$ cat config.mk
export PLATFORM = sky130hd
export DESIGN_NAME = instr_fetch
export DESIGN_NICKNAME = d
export VERILOG_FILES = /design/src/rtl/ifetch_pkg.sv /design/src/rtl/ifetch_fifo.sv /design/src/rtl/instr_fetch.sv
export SDC_FILE = /design/constraint.sdc
export NUM_CORES = 1
export LEC_CHECK = 0
export ABC_AREA = 0
export CAP_MARGIN = 10
export CORE_UTILIZATION = 40
export CTS_CLUSTER_DIAMETER = 100
export DETAILED_ROUTE_END_ITERATION = 12
export HOLD_SLACK_MARGIN = 0.06
export PLACE_DENSITY = 0.7
export SYNTH_ARGS = -nofsm -noshare
export SYNTH_HDL_FRONTEND = slang
export SYNTH_SLANG_ARGS = --single-unit
$ cat constraint.sdc
create_clock -name clk -period 3 [get_ports clk]
set_input_delay 0.45 -clock clk [delete_from_list [all_inputs] [get_ports clk]]
set_output_delay 0.45 -clock clk [all_outputs]
set_load 0.1 [all_outputs]
$ cat src/rtl/ifetch_pkg.sv
// Shared types and constants for the instruction fetch stage.
package ifetch_pkg;

  typedef enum logic [1:0] {
    IDLE = 2'd0,
    REQ  = 2'd1,
    WAIT = 2'd2,
    DROP = 2'd3
  } ifetch_state_e;

  localparam int PC_STEP    = 4;
  localparam int FIFO_DEPTH = 2;

  // True when the two low PC bits describe a word boundary.
  function automatic logic word_aligned(input logic [1:0] lo);
    return (lo == 2'b00);
  endfunction

endpackage

$ cat src/rtl/ifetch_fifo.sv
// Two-entry FIFO of fetched {PC, IR(, adel)} entries; head is a register so
// downstream sees only flopped values. clear drops everything synchronously.
module ifetch_fifo
  import ifetch_pkg::*;
#(
  parameter int WIDTH = 64
) (
  input  logic             clk,
  input  logic             rst,
  input  logic             clear,
  input  logic             push,
  input  logic             pop,
  input  logic [WIDTH-1:0] push_data,
  output logic [WIDTH-1:0] head_data,
  output logic             head_valid,
  output logic [1:0]       count
);

  logic [WIDTH-1:0] entry0_r, entry1_r, entry0_nxt_s, entry1_nxt_s;
  logic [1:0]       count_r, count_nxt_s;
  logic             valid_r, do_push_s, do_pop_s;

  // Next-state of the two slots; slot 0 is always the head.
  always_comb begin
    do_push_s    = push && ((count_r < 2'(FIFO_DEPTH)) || pop);
    do_pop_s     = pop && (count_r != 2'd0);
    entry0_nxt_s = entry0_r;
    entry1_nxt_s = entry1_r;
    count_nxt_s  = count_r;
    case ({do_push_s, do_pop_s})
      2'b10: begin
        if (count_r == 2'd0) begin
          entry0_nxt_s = push_data;
        end else begin
          entry1_nxt_s = push_data;
        end
        count_nxt_s = count_r + 2'd1;
      end
      2'b01: begin
        entry0_nxt_s = entry1_r;
        count_nxt_s  = count_r - 2'd1;
      end
      2'b11: begin
        if (count_r == 2'd1) begin
          entry0_nxt_s = push_data;
        end else begin
          entry0_nxt_s = entry1_r;
          entry1_nxt_s = push_data;
        end
      end
      default: count_nxt_s = count_r;
    endcase
  end

  // Slot, count and head-valid registers.
  always_ff @(posedge clk) begin
    if (rst || clear) begin
      entry0_r <= {WIDTH{1'b0}};
      entry1_r <= {WIDTH{1'b0}};
      count_r  <= 2'd0;
      valid_r  <= 1'b0;
    end else begin
      entry0_r <= entry0_nxt_s;
      entry1_r <= entry1_nxt_s;
      count_r  <= count_nxt_s;
      valid_r  <= (count_nxt_s != 2'd0);
    end
  end

  assign head_data  = entry0_r;
  assign head_valid = valid_r;
  assign count      = count_r;

endmodule

$ cat src/rtl/instr_fetch.sv
// MIPS IF stage: PC register, single-outstanding imem fetch FSM and credit logic.
// Optional IFETCH_ALIGN_CHECK_EN adds adel_out and halts fetch on a misaligned PC.
module instr_fetch
  import ifetch_pkg::*;
#(
  parameter int                 PC_BITS  = 32,
  parameter int                 IR_BITS  = 32,
  parameter logic [PC_BITS-1:0] RESET_PC = 32'h0000_0000
) (
  input  logic               clk,
  input  logic               rst,
  input  logic               redirect,
  input  logic [PC_BITS-1:0] redirect_pc,
  output logic               imem_req,
  output logic [PC_BITS-1:0] imem_addr,
  input  logic               imem_ready,
  input  logic               imem_rvalid,
  input  logic [IR_BITS-1:0] imem_rdata,
  input  logic               id_ready,
  output logic [PC_BITS-1:0] pc_out,
  output logic [IR_BITS-1:0] ir_out,
  output logic               valid_out
`ifdef IFETCH_ALIGN_CHECK_EN
  , output logic             adel_out
`endif
);

`ifdef IFETCH_ALIGN_CHECK_EN
  localparam int ENTRY_BITS = PC_BITS + IR_BITS + 1;
`else
  localparam int ENTRY_BITS = PC_BITS + IR_BITS;
`endif

  ifetch_state_e      state_r, state_nxt_s;
  logic [PC_BITS-1:0] fetch_pc_r, fetch_pc_nxt_s, issued_pc_r, issued_pc_nxt_s;
  logic [PC_BITS-1:0] imem_addr_r, push_pc_s;
  logic [IR_BITS-1:0] push_ir_s;
  logic               imem_req_r, req_nxt_s, halted_r, halted_nxt_s;
  logic               accept_s, pop_s, push_s, clear_s, aligned_nxt_s;
  logic [1:0]         count_s, count_nxt_s;
  logic [ENTRY_BITS-1:0] push_data_s, head_s;
  logic               head_valid_s;
`ifdef IFETCH_ALIGN_CHECK_EN
  logic               push_adel_s;
`endif

  // FSM next state, PC update, FIFO push/clear and the credit check for the next request.
  always_comb begin
    state_nxt_s     = state_r;
    fetch_pc_nxt_s  = fetch_pc_r;
    issued_pc_nxt_s = issued_pc_r;
    halted_nxt_s    = halted_r;
    push_s          = 1'b0;
    push_pc_s       = issued_pc_r;
    push_ir_s       = imem_rdata;
    clear_s         = 1'b0;
`ifdef IFETCH_ALIGN_CHECK_EN
    push_adel_s     = 1'b0;
`endif
    accept_s = imem_req_r & imem_ready;
    pop_s    = head_valid_s & id_ready;
    if (redirect) begin
      clear_s        = 1'b1;
      fetch_pc_nxt_s = redirect_pc;
      halted_nxt_s   = 1'b0;
      // An accepted or still-pending request must have its response swallowed.
      case (state_r)
        REQ:        state_nxt_s = accept_s ? DROP : REQ;
        WAIT, DROP: state_nxt_s = imem_rvalid ? REQ : DROP;
        default:    state_nxt_s = REQ;
      endcase
    end else begin
      case (state_r)
        IDLE: state_nxt_s = REQ;
        REQ: begin
          if (accept_s) begin
            issued_pc_nxt_s = fetch_pc_r;
            fetch_pc_nxt_s  = fetch_pc_r + PC_BITS'(PC_STEP);
            state_nxt_s     = WAIT;
          end
`ifdef IFETCH_ALIGN_CHECK_EN
          else if (!halted_r && !word_aligned(fetch_pc_r[1:0]) &&
                   (count_s < 2'(FIFO_DEPTH))) begin
            push_s       = 1'b1;
            push_pc_s    = fetch_pc_r;
            push_ir_s    = {IR_BITS{1'b0}};
            push_adel_s  = 1'b1;
            halted_nxt_s = 1'b1;
          end
`endif
          else begin
            state_nxt_s = REQ;
          end
        end
        WAIT: begin
          if (imem_rvalid) begin
            push_s      = 1'b1;
            state_nxt_s = REQ;
          end else begin
            state_nxt_s = WAIT;
          end
        end
        DROP: state_nxt_s = imem_rvalid ? REQ : DROP;
        default: state_nxt_s = IDLE;
      endcase
    end
`ifdef IFETCH_ALIGN_CHECK_EN
    aligned_nxt_s = word_aligned(fetch_pc_nxt_s[1:0]);
    push_data_s   = {push_pc_s, push_ir_s, push_adel_s};
`else
    fetch_pc_nxt_s[1:0] = 2'b00;
    aligned_nxt_s       = 1'b1;
    push_data_s         = {push_pc_s, push_ir_s};
`endif
    count_nxt_s = clear_s ? 2'd0 : (count_s + {1'b0, push_s} - {1'b0, pop_s});
    req_nxt_s   = (state_nxt_s == REQ) && (count_nxt_s < 2'(FIFO_DEPTH)) &&
                  !halted_nxt_s && aligned_nxt_s;
  end

  // State, PC and registered memory-request outputs.
  always_ff @(posedge clk) begin
    if (rst) begin
      state_r     <= IDLE;
      fetch_pc_r  <= RESET_PC;
      issued_pc_r <= {PC_BITS{1'b0}};
      halted_r    <= 1'b0;
      imem_req_r  <= 1'b0;
      imem_addr_r <= RESET_PC;
    end else begin
      state_r     <= state_nxt_s;
      fetch_pc_r  <= fetch_pc_nxt_s;
      issued_pc_r <= issued_pc_nxt_s;
      halted_r    <= halted_nxt_s;
      imem_req_r  <= req_nxt_s;
      imem_addr_r <= fetch_pc_nxt_s;
    end
  end

  ifetch_fifo #(.WIDTH(ENTRY_BITS)) u_fifo (
    .clk        (clk),
    .rst        (rst),
    .clear      (clear_s),
    .push       (push_s),
    .pop        (pop_s),
    .push_data  (push_data_s),
    .head_data  (head_s),
    .head_valid (head_valid_s),
    .count      (count_s)
  );

  assign imem_req  = imem_req_r;
  assign imem_addr = imem_addr_r;
  assign valid_out = head_valid_s;
  assign pc_out    = head_s[ENTRY_BITS-1 -: PC_BITS];
  assign ir_out    = head_s[ENTRY_BITS-PC_BITS-1 -: IR_BITS];
`ifdef IFETCH_ALIGN_CHECK_EN
  assign adel_out  = head_s[0];
`endif

endmodule

==> impl_metrics.csv <==
group,metric,value,unit
run_status,status,"finished clean",
timing,fmax,0.405,GHz
routing,drt_iter0_drc,400,
synth,yosys_warnings,0,
place,hpwl,14100,µm
routing,viasPerCell,5.28,
clocking,cts_sinks,191,
critical_path,critPathRequiredTime,3.33,ns
finish,drive_above_1_share,0.144,
synth,synth-async-reset-ratio,0,
die,row_count,51,
routing,antenna_left,0,
die,pin_count,168,
clocking,htree_levels,4,
finish,final_cells,1385,
timing,grt_setup_unrepaired,"no",
clocking,cts_resized,0,
routing,met1_length,10300,µm
synth,ys_ff_latch,191,
synth,ys_seq_area_frac,0.475,
die,die_h,144,µm
place,gp_congestion,0.828,
routing,wl,21000,µm
timing,period_needed,2.47,ns
die,dieArea,20700,µm²
power_and_ir_drop,ir_worst_vdd,0.409,mV
critical_path,endpoint_kind,"flip-flop",
finish,diodes,0,
synth,netlist_instances,986,
power_and_ir_drop,p_per_area,519,nW/µm²
grt,grt_pass1_wl,34000,µm
power_and_ir_drop,p_leak,0.00355,µW
critical_path,critPathMaxFanout,21,
routing,drc_errors,0,
timing,setup_viol,0,
synth,synth-edff-count,0,
critical_path,reg2reg_slack,0.53,ns
routing,wl_per_cell,15.1,µm
routing,num_vias,7311,
critical_path,r2r-start,"u_fifo.count[1]",
timing,worstMarginPinSlew,0.597,ns
place,portBuffers,161,
routing,first_pass_iters,4,
routing,route.met3.wl,1300,µm
hold_path,min_path_cells,2,
die,die-width,144,µm
job,maxCapViolations,0,
timing,tns,0,ns
grt,antenna_found_initial,0,
routing,wl_met2,9140,µm
clocking,post_cts_buffers,0,
finish,layout-area-overhead-vs-synth,28.1,%
routing,routed.top_layer,"met4",
clocking,root_buffer,"clkbuf_16",
timing,finalHoldViolations,0,
synth,synth_ff_type,"dfxtp_1",
die,coreArea,19600,µm²
critical_path,r2r_end,"u_fifo.entry1_r[13]",
synth,ys_types,60,
clocking,cts_buffer_depth,2,
critical_path,start_kind,"input port",
clocking,cts_tree,"built",
grt,grt_usage,0.207,
critical_path,rr_worst_depth,10,
hold_path,min_to,"halted_r",
hold_path,hp-class,"reg2reg",
clocking,clk_pin_slew,0.07,ns
timing,fin_crit_sh,0.824,
finish,layout.nets,1185,
clocking,cts_inserted_buffers,17,
critical_path,cp_data_arrival_time,2.80,ns
grt,grt_pass1_vias,6764,
place,dp_cells,1354,
timing,slew_violations,0,
synth,avgSynthCellArea,8.17,µm²
synth,synth_area,8060,µm²
grt,overflow,0,
clocking,cts_hold_buf,0,
critical_path,path_class,"in2reg",
die,start_util,0.411,
grt,grt_max_degree,86,
timing,slew_headroom,0.600,
timing,skew,0.00847,ns
clocking,clk_latency,0.42,ns
hold_path,hp-start,"halted_r",
==> cell type report <==
cell class,count,area (µm²)
repair buffers,187,1690
well taps,265,332
multi-input cells,697,3870
clock buffers,22,464
flip-flops and latches,191,3820
clock inverters,9,85.1
fillers,1875,9270
inverters,14,52.6
==> critical path, stage by stage <==
cell	delay (ns)
clkdlybuf4s50_1	0.45
nand4bb_1	0.30
a21o_1	0.22
inv_1	0.08
ha_1	0.28
nand2b_1	0.13
a21oi_4	0.19
buf_4	0.29
a22oi_1	0.14
a211oi_1	0.25
==> registers in the layout, summed over array words and instances, names as in the netlist <==
| name | count |
|---|---|
| u_fifo.count | 2 |
| halted_r | 1 |
| state_r | 2 |
| u_fifo.entry1_r | 62 |
| u_fifo.head_data | 62 |
| imem_addr | 30 |
| u_fifo.head_valid | 1 |
| imem_req | 1 |
| issued_pc_r | 30 |
==> layout by cell type, fill, tap and decap left out, drive strengths merged, types with 11 or more instances in the layout <==
cell type	instances
a21oi	103
nand2	206
a211oi	77
a22oi	64
buf	121
nand3	13
nand4	18
clkbuf	22
dfxtp	191
nor3	11
clkdlybuf4s50	66
nor2	93
inv	16
==> worst max path at each step <==
stage,startpoint,end,slack (ns),depth (start not counted)
final,redirect,u_fifo.head_data[26],0.53,10
after global routing,u_fifo.count[1],u_fifo.entry1_r[19],0.31,10
after CTS,redirect,u_fifo.head_data[26],0.53,10
after detailed placement,redirect,u_fifo.head_data[26],0.09,10
after global placement,redirect,u_fifo.head_data[31],0.18,10
after floorplan,u_fifo.head_valid,u_fifo.entry1_r[55],0.30,10
==> stage by stage <==
stage / total power, µW / cell area (µm²) / worst slack (ns) / util / hold WS [ns]
after floorplan: 3080 / 8070 / 0.299 / - / 0.416
after global placement: 3290 / 9770 / 0.178 / 0.499 / 0.431
after detailed placement: 3290 / 9770 / 0.0871 / 0.499 / 0.438
after CTS: 5400 / 10300 / 0.527 / 0.527 / 0.448
after global routing: 5550 / 10300 / 0.312 / 0.527 / 0.460
final: 5350 / 10300 / 0.529 / 0.527 / 0.443
==> synth_stat cells, types with 3 or more instances <==
cell type,instances,area share
a211oi_1,77,0.072
a21oi_1,103,0.064
a22oi_1,64,0.060
a311oi_1,4,0.0043
a31oi_1,3,0.0023
and4_1,6,0.0065
buf_1,4,0.0019
buf_2,8,0.0050
buf_4,4,0.0037
clkbuf_1,70,0.033
dfxtp_1,191,0.47
ha_1,7,0.011
inv_1,14,0.0065
nand2_1,206,0.096
nand2b_1,4,0.0031
nand3_1,13,0.0081
nand4_1,17,0.013
nor2_1,93,0.043
nor2b_1,3,0.0023
nor3_1,11,0.0068
nor4_1,7,0.0054
o211ai_1,3,0.0028
o21ai_0,6,0.0037
o31ai_1,7,0.0065
or4_1,6,0.0056
xnor2_1,6,0.0065
xor2_1,7,0.0076
==> power by group <==
part           total (µW)  leakage (µW)  internal, µW  switching, µW
clock                2120      0.000263          1180            933
combinational         592       0.00174           188            404
sequential           2640       0.00155          2570           70.0
==> routing by layer <==
metal | global-route usage | vias up
met4 | 0.0610 | 0
met2 | 0.319 | 222
li1 | - | 3747
met1 | 0.293 | 3322
met3 | 0.0377 | 20
met5 | 0 | -
==> cell families after synthesis <==
family	count (synthesis)	synth area share
flip-flops	191	0.475
AO/OA/AOI/OAI	283	0.232
adder cells (fa/ha/maj)	7	0.0109
buffers and inverters	101	0.0503
AND/OR/NAND/NOR	388	0.215
multiplexers	2	0.00248
other	1	0.000465
XOR/XNOR	13	0.0141
Power figures use the tool's default switching activity.
